==> src/rtl/alu_stream_reader_if.sv <==
// Handshake bundle for the ALU stream reader: command beats in, results out.
// The master side feeds beats and consumes results; the slave side is the reader.
interface alu_stream_reader_if #(
    parameter int DATA_WIDTH = 8
);
    logic [DATA_WIDTH-1:0] in_data;
    logic                  in_valid;
    logic                  in_ready;
    logic [DATA_WIDTH-1:0] res_data;
    logic                  res_carry;
    logic                  res_valid;
    logic                  res_ready;

    modport master (
        output in_data, in_valid, res_ready,
        input  in_ready, res_data, res_carry, res_valid
    );

    modport slave (
        input  in_data, in_valid, res_ready,
        output in_ready, res_data, res_carry, res_valid
    );
endinterface

==> src/rtl/alu_stream_reader.sv <==
// Pops three-beat command packets (opcode, A, B) from the packet FIFO, executes
// the ALU operation and holds the registered result until downstream accepts it.
module alu_stream_reader #(
    parameter int DATA_WIDTH = 8,
    parameter int CNT_WIDTH  = 16
) (
    input  logic                 clk_i,
    input  logic                 arst_n,
    alu_stream_reader_if.slave   bus,
    output logic [CNT_WIDTH-1:0] op_count
);
    localparam int SHW = $clog2(DATA_WIDTH);

    typedef enum logic [1:0] {GET_OP, GET_A, GET_B, SEND} state_e;

    state_e                state_q, state_d;
    logic [2:0]            opcode_q, opcode_d;
    logic [DATA_WIDTH-1:0] a_q, a_d;
    logic [DATA_WIDTH-1:0] res_q, res_d;
    logic                  carry_q, carry_d;
    logic [CNT_WIDTH-1:0]  cnt_q, cnt_d;
    logic                  in_rdy;

    // Returns {carry, result}; carry is the ADD carry-out or the SUB borrow.
    function automatic logic [DATA_WIDTH:0] alu_exec(
        input logic [2:0]            op,
        input logic [DATA_WIDTH-1:0] a,
        input logic [DATA_WIDTH-1:0] b
    );
        logic [SHW-1:0] sh;
        sh = b[SHW-1:0];
        case (op)
            3'd0:    alu_exec = {1'b0, a} + {1'b0, b};
            3'd1:    alu_exec = {1'b0, a} - {1'b0, b};
            3'd2:    alu_exec = {1'b0, a & b};
            3'd3:    alu_exec = {1'b0, a | b};
            3'd4:    alu_exec = {1'b0, a ^ b};
            3'd5:    alu_exec = {1'b0, a << sh};
            3'd6:    alu_exec = {1'b0, a >> sh};
            default: alu_exec = {1'b0, a};
        endcase
    endfunction

    always_ff @(posedge clk_i or negedge arst_n) begin
        if (!arst_n) begin
            state_q  <= GET_OP;
            opcode_q <= '0;
            a_q      <= '0;
            res_q    <= '0;
            carry_q  <= 1'b0;
            cnt_q    <= '0;
        end else begin
            state_q  <= state_d;
            opcode_q <= opcode_d;
            a_q      <= a_d;
            res_q    <= res_d;
            carry_q  <= carry_d;
            cnt_q    <= cnt_d;
        end
    end

    always_comb begin
        state_d  = state_q;
        opcode_d = opcode_q;
        a_d      = a_q;
        res_d    = res_q;
        carry_d  = carry_q;
        cnt_d    = cnt_q;
        in_rdy   = 1'b0;
        case (state_q)
            GET_OP: begin
                in_rdy = 1'b1;
                if (bus.in_valid) begin
                    opcode_d = bus.in_data[2:0];
                    state_d  = GET_A;
                end
            end
            GET_A: begin
                in_rdy = 1'b1;
                if (bus.in_valid) begin
                    a_d     = bus.in_data;
                    state_d = GET_B;
                end
            end
            GET_B: begin
                in_rdy = 1'b1;
                if (bus.in_valid) begin
                    {carry_d, res_d} = alu_exec(opcode_q, a_q, bus.in_data);
                    state_d          = SEND;
                end
            end
            SEND: begin
                // Result stays frozen until the downstream handshake completes.
                if (bus.res_ready) begin
                    cnt_d   = cnt_q + {{(CNT_WIDTH-1){1'b0}}, 1'b1};
                    state_d = GET_OP;
                end
            end
            default: state_d = GET_OP;
        endcase
    end

    assign bus.in_ready  = in_rdy;
    assign bus.res_valid = (state_q == SEND);
    assign bus.res_data  = res_q;
    assign bus.res_carry = carry_q;
    assign op_count      = cnt_q;
endmodule

==> src/flat_wrapper.sv <==
// flat-port wrapper written by rule: the top's interface ports become plain ports
module alu_stream_reader_flat 
#(
    parameter int DATA_WIDTH = 8,
    parameter int CNT_WIDTH  = 16
)
  (clk_i, arst_n, op_count, bus_in_data, bus_in_valid, bus_res_ready, bus_in_ready, bus_res_data, bus_res_carry, bus_res_valid);
  alu_stream_reader_if #(.DATA_WIDTH(DATA_WIDTH)) bus_i ();
  input  logic clk_i;
  input  logic arst_n;
  output logic [CNT_WIDTH-1:0] op_count;
  input wire logic [$bits(bus_i.in_data)-1:0] bus_in_data;
  input wire logic [$bits(bus_i.in_valid)-1:0] bus_in_valid;
  input wire logic [$bits(bus_i.res_ready)-1:0] bus_res_ready;
  output wire logic [$bits(bus_i.in_ready)-1:0] bus_in_ready;
  output wire logic [$bits(bus_i.res_data)-1:0] bus_res_data;
  output wire logic [$bits(bus_i.res_carry)-1:0] bus_res_carry;
  output wire logic [$bits(bus_i.res_valid)-1:0] bus_res_valid;
  assign bus_i.in_data = bus_in_data;
  assign bus_i.in_valid = bus_in_valid;
  assign bus_i.res_ready = bus_res_ready;
  assign bus_in_ready = bus_i.in_ready;
  assign bus_res_data = bus_i.res_data;
  assign bus_res_carry = bus_i.res_carry;
  assign bus_res_valid = bus_i.res_valid;
  alu_stream_reader #(.DATA_WIDTH(DATA_WIDTH), .CNT_WIDTH(CNT_WIDTH)) u_core (.clk_i(clk_i), .arst_n(arst_n), .bus(bus_i), .op_count(op_count));
endmodule
==> config.mk <==
export PLATFORM = sky130hd
export DESIGN_NAME = alu_stream_reader_flat
export DESIGN_NICKNAME = d
export VERILOG_FILES = /design/src/rtl/alu_stream_reader_if.sv /design/src/rtl/alu_stream_reader.sv /design/src/flat_wrapper.sv
export SDC_FILE = /design/constraint.sdc
export NUM_CORES = 1
export LEC_CHECK = 0
export BUFFER_PORTS_ARGS = -buffer_cell sky130_fd_sc_hd__buf_2
export CORE_ASPECT_RATIO = 0.8
export CORE_MARGIN = 2
export CORE_UTILIZATION = 50
export DETAILED_ROUTE_END_ITERATION = 7
export GPL_ROUTABILITY_DRIVEN = 0
export PLACE_DENSITY = 0.76
export SLEW_MARGIN = 25
export SYNTH_ARGS = -nofsm -noshare
export SYNTH_HDL_FRONTEND = slang
export SYNTH_SLANG_ARGS = --single-unit
==> constraint.sdc <==
create_clock -name clk_i -period 2.7 [get_ports clk_i]
set_input_delay 0 -clock clk_i [delete_from_list [all_inputs] [get_ports clk_i]]
set_output_delay 0 -clock clk_i [all_outputs]
set_load 0.05 [all_outputs]
Word level (Yosys, flattened, before mapping)
Cells that the tools add are included.
Cells by class
  add/subtract/negate cells: 3
  equal/unequal tests: 13
  shifts and indexed selects: 2
  muxes and demuxes: 7
  bitwise gates (word level): 3
  reductions and logical operators: 8
Operator list (number)
  case mux 9 bit (7 select lines): 1
  adder 16 x 1 -> 16 bit (second input constant): 1
  adder 8 x 8 -> 9 bit: 1
  == test 3 bit (second input constant): 3
  subtractor 8 x 8 -> 9 bit: 1
  bitwise AND 8 bit: 1
  two-way mux 2 bit: 4
  inequality test 2 bit (second input constant): 4
  bitwise OR 8 bit: 1
  case mux 2 bit (4 select lines): 1
  AND reduction 2 bit: 4
  << shifter 8 x 3 -> 8 bit: 1
  right shift 8 x 3 -> 8 bit: 1
  XOR 8 bit: 1
  == test 3 x 2 -> 1 bit (second input constant): 2
  == test 2 bit (second input constant): 2
  AND reduction 4 bit: 1
  == test 3 x 1 -> 1 bit (second input constant): 1
  zero test 3 bit: 1
  OR reduction 3 bit: 1
  == test 2 x 1 -> 1 bit (second input constant): 1
  zero test 2 bit: 1
  two-way mux 1 bit: 1
Storage, ports and cells
  bits in registers: 38
  input port bits: 12
  output and inout port bits: 27
  word-level logic and storage cells: 42

Longest topological paths before layout
Gate-level depths: netlist of the first run.
  depth after elaboration: 3
  mapped depth: 12
  gate-level depth less buffers: 10

Least setup slack after synthesis of the first run
No wires, ideal clock.
  path kind: flip-flop to flip-flop
  start: register u_core.opcode_q[2]
  end: register u_core.res_q[7], in the netlist u_core.bus.res_data[7]
  arrival time: 2502 ps
  slack: 120 ps
  stages on the path, launching flop included: 13
  path buffers: 3
  path through: dfrtp_1 buf_2 buf_4 nor3b_4 a41oi_1 xnor2_1 ha_1 buf_2 a21oi_1 a21boi_1 o31a_1 or3_1 a21oi_1
Between the ends
  word-level cells in the longest chain between the ends: 2
Ends and longest elaborated chain
  from (decl): RTL line alu_stream_reader.sv:17  | logic [2:0] opcode_q, opcode_d;
  from (signal assigned): RTL line alu_stream_reader.sv:54  | opcode_q <= opcode_d;
  == test 3 bit (tied with other cells): RTL line alu_stream_reader.sv:32  | case (op)
  case mux 9 bit (7 select lines) (*): RTL line alu_stream_reader.sv:32
  to (signal assigned): RTL line alu_stream_reader.sv:56  | res_q <= res_d;
  to (decl): RTL line alu_stream_reader.sv:19  | logic [DATA_WIDTH-1:0] res_q, res_d;
Mark *: on every way between the ends. The rest lies on a longest branch, timed or not.
A chain may end at the register's enable or synchronous reset.

Final worst setup path of the first run
Ends and elaborated chain as after synthesis.

==> results of run 1 <==
[worst max-delay path, stage by stage, from the launching register on]
cell	delay [ns]
dfrtp_1	0.41
nor3b_4	0.33
a41oi_1	0.11
xnor2_1	0.17
ha_1	0.39
a21oi_1	0.23
a21boi_1	0.15
o31a_1	0.25
or3_1	0.32
a21oi_1	0.14
[cell usage in the layout (no fill, tap or decap), types with 4 or more instances in the layout]
cell type | netlist | layout
buf_2 | 9 | 38
dfrtp_1 | 38 | 38
ha_1 | 33 | 33
nand2_1 | 32 | 32
nor2_1 | 24 | 24
inv_1 | 23 | 23
xnor2_1 | 20 | 20
o21ai_0 | 14 | 14
a21oi_1 | 13 | 13
nand3_1 | 10 | 10
buf_4 | 1 | 10
mux2i_1 | 9 | 9
nand2b_1 | 7 | 7
a22o_1 | 7 | 7
mux4_2 | 7 | 7
nor3_1 | 6 | 6
a31oi_1 | 5 | 5
xor2_1 | 5 | 5
nand3b_1 | 5 | 5
clkbuf_8 | 0 | 5
nor2b_1 | 4 | 4
and3_1 | 4 | 4
nand4_1 | 4 | 4
a221o_1 | 4 | 4
a211oi_1 | 5 | 4
o31ai_1 | 4 | 4
[what timing repair did]
item / in CTS / in global routing
gates resized for setup: 0 / 1
endpoints found under the hold margin: 38 / 0
setup endpoints to repair: 0 / 1
buffers inserted: 0 / 2
hold buffers: 1 / 0
[where the power goes]
part | internal (uW) | switching (uW) | leakage (uW)
registers | 753 | 293 | 0.000491
clock network | 272 | 219 | 0.0000579
logic | 1020 | 1560 | 0.00118
total | 2040 | 2070 | 0.00173
[layout make-up]
class	count	share of cell area
timing repair buffer	49	0.0754
tap	84	0.0288
sequential	38	0.261
multi-input combinational	269	0.580
inverter	25	0.0257
clock buffer	5	0.0189
clock inverter	3	0.0110
[cell usage after synthesis (2+ instances only)]
master,instances
o21ai_0,14
mux2i_1,9
nand2b_1,7
o21a_1,2
a22oi_1,2
nand2_1,32
nand3b_1,5
mux2_2,3
xor2_1,5
a22o_1,7
a41oi_1,2
clkbuf_1,7
nor3b_1,2
nand4b_1,2
a31oi_1,5
o31ai_1,4
inv_1,23
and3_1,4
nand4_1,4
o22ai_1,3
inv_2,2
nor3b_4,2
mux4_2,7
buf_6,2
xnor2_1,20
and4_1,2
dfrtp_1,38
a21o_1,3
buf_2,9
nor2_1,24
o32ai_1,3
a211oi_1,5
a221oi_1,2
a21oi_1,13
a221o_1,4
ha_1,33
nand3_1,10
nor2b_1,4
nor3_1,6
[final timing paths]
check                               startpoint                     end  slack [ns]  depth (start not counted)
max in group asynchronous               arst_n  u_core.bus.res_data[4]        1.80                          2
min reg2reg                u_core.op_count[15]     u_core.op_count[15]        0.47                          1
max                         u_core.opcode_q[2]  u_core.bus.res_data[7]        0.14                          9
min in group asynchronous               arst_n      u_core.op_count[1]        0.35                          2
max reg2reg                 u_core.opcode_q[2]  u_core.bus.res_data[7]        0.14                          9
min                             bus_in_data[5]           u_core.a_q[5]        0.05                          3
[routing by layer]
metal,vias up,share of wire,global-route usage
met2,128,0.45,0.367
met5,-,0,0
met3,20,0.078,0.0415
li1,1342,-,-
met1,1399,0.45,0.350
met4,0,0.017,0.0725
[cells by family after synthesis]
kind of cell,Yosys count,synth area share
adder cells (fa/ha/maj),34,0.133
AND/OR/NAND/NOR,113,0.187
XOR/XNOR,25,0.0673
multiplexers,20,0.0945
flip-flops,38,0.292
AO/OA/AOI/OAI,77,0.166
buffers and inverters,44,0.0600
[state kept, by name, indices dropped and copies added (netlist names)]
signal / count
u_core.opcode_q: 3
u_core.op_count: 16
u_core.a_q: 8
u_core.bus.res_carry: 1
u_core.bus.res_data: 8
u_core.state_q: 2
[through the flow]
| step | power [uW] | setup WS, ns | utilization |
|---|---|---|---|
| after floorplan | 2970 | 0.120 | - |
| after global placement | 3480 | 0.236 | 0.553 |
| after detailed placement | 3550 | 0.187 | 0.553 |
| after CTS | 4060 | 0.142 | 0.572 |
| after global routing | 4410 | 0.0154 | 0.575 |
| final | 4110 | 0.136 | 0.575 |
==> summary.md, run 1 <==
| Metric | Value |
|---|---|
| Status | finished, final reports clean |
| N_diodes | 0 |
| WP data required | 2.92 ns |
| Leakage power | roughly 0.0017 uW |
| Grt ovf | 0 |
| DR vias | roughly 2900 |
| Placed Cells | approximately 460 |
| Layout cells sized above 1 | 0.193 |
| Number of global-route vias before repair | roughly 2700 |
| Final setup violation count | 0 |
| First-pass GRT wire length | ~14000 um |
| Max Fclk | approximately 390 MHz |
| Dpl hpwl | slightly above 6000 um |
| Port bufs | 38 |
| Drt drc | 0 |
| CP endpoint kind | register |
| Post-synth EDFFs | 0 |
| Max_cap viols | 0 |
| I/O pins | 39 |
| Synth Area per Inst | a little over 9 sq um |
| Share of the yosys chip area belonging to registers | 0.292 |
| Top cells by area, synth | dfrtp_1, ha_1, xnor2_1 |
| Die height | approximately 76 um |
| Mapped Cells | 351 |
| Reg area | about 950 sq um |
| Slew margin rel. | 0.420 |
| Footprint of the multi-input gates | approximately 2100 sq um |
| Clock Sinks | 38 |
| DRT iter0 DRCs | between 200 and 250 |
| Worst Path Max Fanout | 8 |
| Top cell type's share of synthesized area | 0.292 |
| Fin. Hold Viols | 0 |
| Core footprint | between 6000 and 7000 sq um |
| Root Driver | clkbuf_8 |
| # fillers | 569 |
| Final non-filler cell total | about 470 |
| Least-Margin Pin Slew | about 0.87 ns |
| Bufs on Longest Clock Path | 2 |
| Post-synth cell types | 59 |
| Post-layout min period | ~2.6 ns |
| H-tree depth | 2 |
| Synth Flop Type | dfrtp_1 |
| Critical path arrival | about 2.8 ns |
| Setup crit start kind | register |
| Skew final | 0.00921 ns |
| CTS tree | built |
| Synth-to-layout area growth | 12.1% |
| Setup TNS | 0 ns |
| Cell area after layout | around 3600 sq um |
| Initial core utilization | 0.513 |
| Vias per Instance | 6.11 |
| Largest area contributor in the netlist | dfrtp_1 |
| Row Count | 26 |
| Largest net degree at the start of global routing | 39 |
| Hold slack final | approximately 0.048 ns |
| CTS Buf Count | 5 |
| Hold Path Class | primary input to register |
| Yosys warns | 0 |
| Placed inst area | between 3000 and 4000 sq um |
| Overall Global Routing Usage | 0.241 |
| Max-slew violation count | 0 |
| Seq cells post-synth | 38 |
| Clock-pin transition on the worst setup and hold timing paths | around 0.08 ns |
| WS Path Type | register to register |
| Initial antenna violation count | 0 |
| Peak VDD IR | 0.000484 V |
| Chip Width | 94.2 um |
| Die footprint | 7180 sq um |
| Number of iterations in the first detailed-routing pass | 5 |
| Syn Std Cell Area | 3260 sq um |
| RSZ-0062 raised after global routing | no |
| Drt wl/cell | 17.6 um |
| Routed wire length | 8310 um |
| Crit share post-route | 0.950 |
| Final #Nets | around 430 |
| Post-route antenna net violation count | 0 |
| Syn Nets | slightly below 400 |
| PwrDens | approximately 1100 nW/um^2 |
| Async set-reset flop share out of synthesis | 1.00 |
| Clock Latency Late Sink | roughly 0.3 ns |
Note: power is estimated with default switching activity, not from simulation.
==> run 2: changes to the inputs <==
- BUFFER_PORTS_ARGS: -buffer_cell sky130_fd_sc_hd__buf_2 -> not set
- DONT_BUFFER_PORTS: not set -> 1
- PLACE_DENSITY: 0.76 -> 0.71
==> run 2 against run 1 <==
Clock skew is 0.0047 ns higher. Critical path depth is the same. Utilization fell by 0.71 points.
==> summary.md, run 2 (same netlist as run 1, synthesis figures left out) <==
| Metric | Value |
|---|---|
| Dpl ws | 0.152 ns (was 0.187 ns) |
| Most common cell after layout, fill and taps aside | dfrtp_1 |
| Most frequent cells in the layout | dfrtp_1, ha_1, nand2_1 (was buf_2, dfrtp_1, ha_1) |
| Critical path arrival | 2.75 ns (was 2.79 ns) |
| Post-layout min period | 2.57 ns (was 2.56 ns) |
| Post-route antenna net violation count | 0 (unchanged) |
| H-tree depth | 2 (unchanged) |
| Peak VDD IR | 0.000380 V (was 0.000484 V) |
| Max reg flops | 16 (unchanged) |
| Slew margin rel. | 0.590 (was 0.420) |
| Drt wl/cell | 18.3 um (was 17.6 um) |
| Max Fclk | 389 MHz (was 390 MHz) |
| WP data required | 2.88 ns (was 2.92 ns) |
| PwrDens | 1110 nW/um^2 (was 1130 nW/um^2) |
| Fin. Hold Viols | 0 (unchanged) |
| N_diodes | 0 (unchanged) |
| CP endpoint kind | register (unchanged) |
| Placed inst area | 3360 sq um (was 3510 sq um) |
| DRT iter0 DRCs | 249 (was 233) |
| Final #Nets | 412 (was 434) |
| Largest net degree at the start of global routing | 39 (unchanged) |
| Clock Sinks | 38 (unchanged) |
| Hold Path Class | primary input to register (unchanged) |
| Synth-to-layout area growth | 10.7% (was 12.1%) |
| Grt ovf | 0 (unchanged) |
| Number of iterations in the first detailed-routing pass | 5 (unchanged) |
| Status | finished, final reports clean (unchanged) |
| Layout cells sized above 1 | 0.131 (was 0.193) |
| Final non-filler cell total | 451 (was 473) |
| Least-Margin Pin Slew | 0.614 ns (was 0.870 ns) |
| Setup crit start kind | register (unchanged) |
| Cell area after layout | 3600 sq um (was 3650 sq um) |
| Overall Global Routing Usage | 0.242 (was 0.241) |
| Bufs on Longest Clock Path | 2 (unchanged) |
| Crit share post-route | 0.953 (was 0.950) |
| Drt drc | 0 (unchanged) |
| Die footprint | 7180 sq um (unchanged) |
| Skew final | 0.0139 ns (was 0.00921 ns) |
| Dpl hpwl | 5910 um (was 6120 um) |
| DR vias | 2787 (was 2889) |
| Clock-pin transition on the worst setup and hold timing paths | 0.08 ns (about the same) |
| CTS Buf Count | 5 (unchanged) |
| Initial core utilization | 0.513 (unchanged) |
| Vias per Instance | 6.18 (was 6.11) |
| Final setup violation count | 0 (unchanged) |
| PnR worst setup slack | 0.128 ns (was 0.136 ns) |
| Leakage power | 0.00162 uW (was 0.00173 uW) |
| Placed Cells | 429 (was 462) |
| Routed wire length | 8260 um (was 8310 um) |
| Row Count | 26 (unchanged) |
| Die height | 76.2 um (unchanged) |
| Chip Width | 94.2 um (unchanged) |
| CTS tree | built (unchanged) |
| Port bufs | 0 (was 38) |
| Worst Path Max Fanout | 8 (unchanged) |
| WS Path Type | register to register (unchanged) |
| Clock Latency Late Sink | 0.30 ns (about the same) |
| Core footprint | 6340 sq um (unchanged) |
| Max-slew violation count | 0 (unchanged) |
| Initial antenna violation count | 0 (unchanged) |
| I/O pins | 39 (unchanged) |
| Max_cap viols | 0 (unchanged) |
| Root Driver | clkbuf_8 (unchanged) |
| First-pass GRT wire length | 13800 um (was 13500 um) |
| Setup TNS | 0 ns (unchanged) |
| Number of global-route vias before repair | 2626 (was 2654) |
[run 2: cell type report]
| class | instances | area (sq um) |
|---|---|---|
| repair buffers | 27 | 238 |
| clock inverters | 3 | 21.3 |
| multi-input cells | 269 | 2130 |
| well taps | 84 | 105 |
| fillers | 567 | 2740 |
| flip-flops and latches | 38 | 951 |
| clock buffers | 5 | 68.8 |
| inverters | 25 | 93.8 |
[run 2: power breakdown]
group          internal (uW)  switching (uW)  leakage (uW)
logic                   1010            1250       0.00108
clock network            182             229     0.0000441
registers                747             568      0.000491
total                   1940            2050       0.00162
[run 2: worst paths after layout]
kind / start / endpoint / slack [ns] / cells past startpoint
worst max register to register: u_core.opcode_q[2] / u_core.bus.res_data[4] / 0.13 / 9
worst min-delay path: bus_in_data[0] / u_core.opcode_q[0] / 0.002 / 2
min in group asynchronous: arst_n / u_core.bus.res_data[2] / 0.16 / 2
worst max-delay path: u_core.opcode_q[2] / u_core.bus.res_data[4] / 0.13 / 9
max in group asynchronous: arst_n / u_core.opcode_q[1] / 2.34 / 2
worst min register to register: u_core.state_q[1] / u_core.state_q[1] / 0.60 / 1
[run 2: metal layers]
layer | share of wire | global-route usage | wire, um
met1 | 0.47 | 0.372 | 3860
met5 | 0 | 0 | 0
met3 | 0.067 | 0.0495 | 555
met4 | 0.022 | 0.0696 | 179
met2 | 0.44 | 0.342 | 3670
[run 2: timing repair]
item	4_1_cts	5_1_grt
buffers inserted	0	4
setup endpoints to repair	0	1
gates resized for setup	0	4
hold buffers	10	0
hold endpoints to repair	47	0
[run 2: per-stage QoR]
step / util / power, uW / hold WS (ns)
6_report: 0.568 / 3990 / 0.00196
5_1_grt: 0.568 / 4300 / 0.0386
4_1_cts: 0.561 / 3900 / 0.00319
3_5_place_dp: 0.529 / 3460 / -0.295
3_3_place_gp: 0.529 / 3400 / -0.295
2_1_floorplan: - / 2970 / -0.296
[run 2: worst max-delay path, stage by stage (launching register included)]
cell      delay [ns]
dfrtp_1         0.41
nor3b_4         0.36
buf_4           0.19
mux2i_2         0.08
fa_1            0.45
a21o_1          0.22
a21o_1          0.21
xor2_1          0.15
a211oi_1        0.28
o31ai_1         0.11
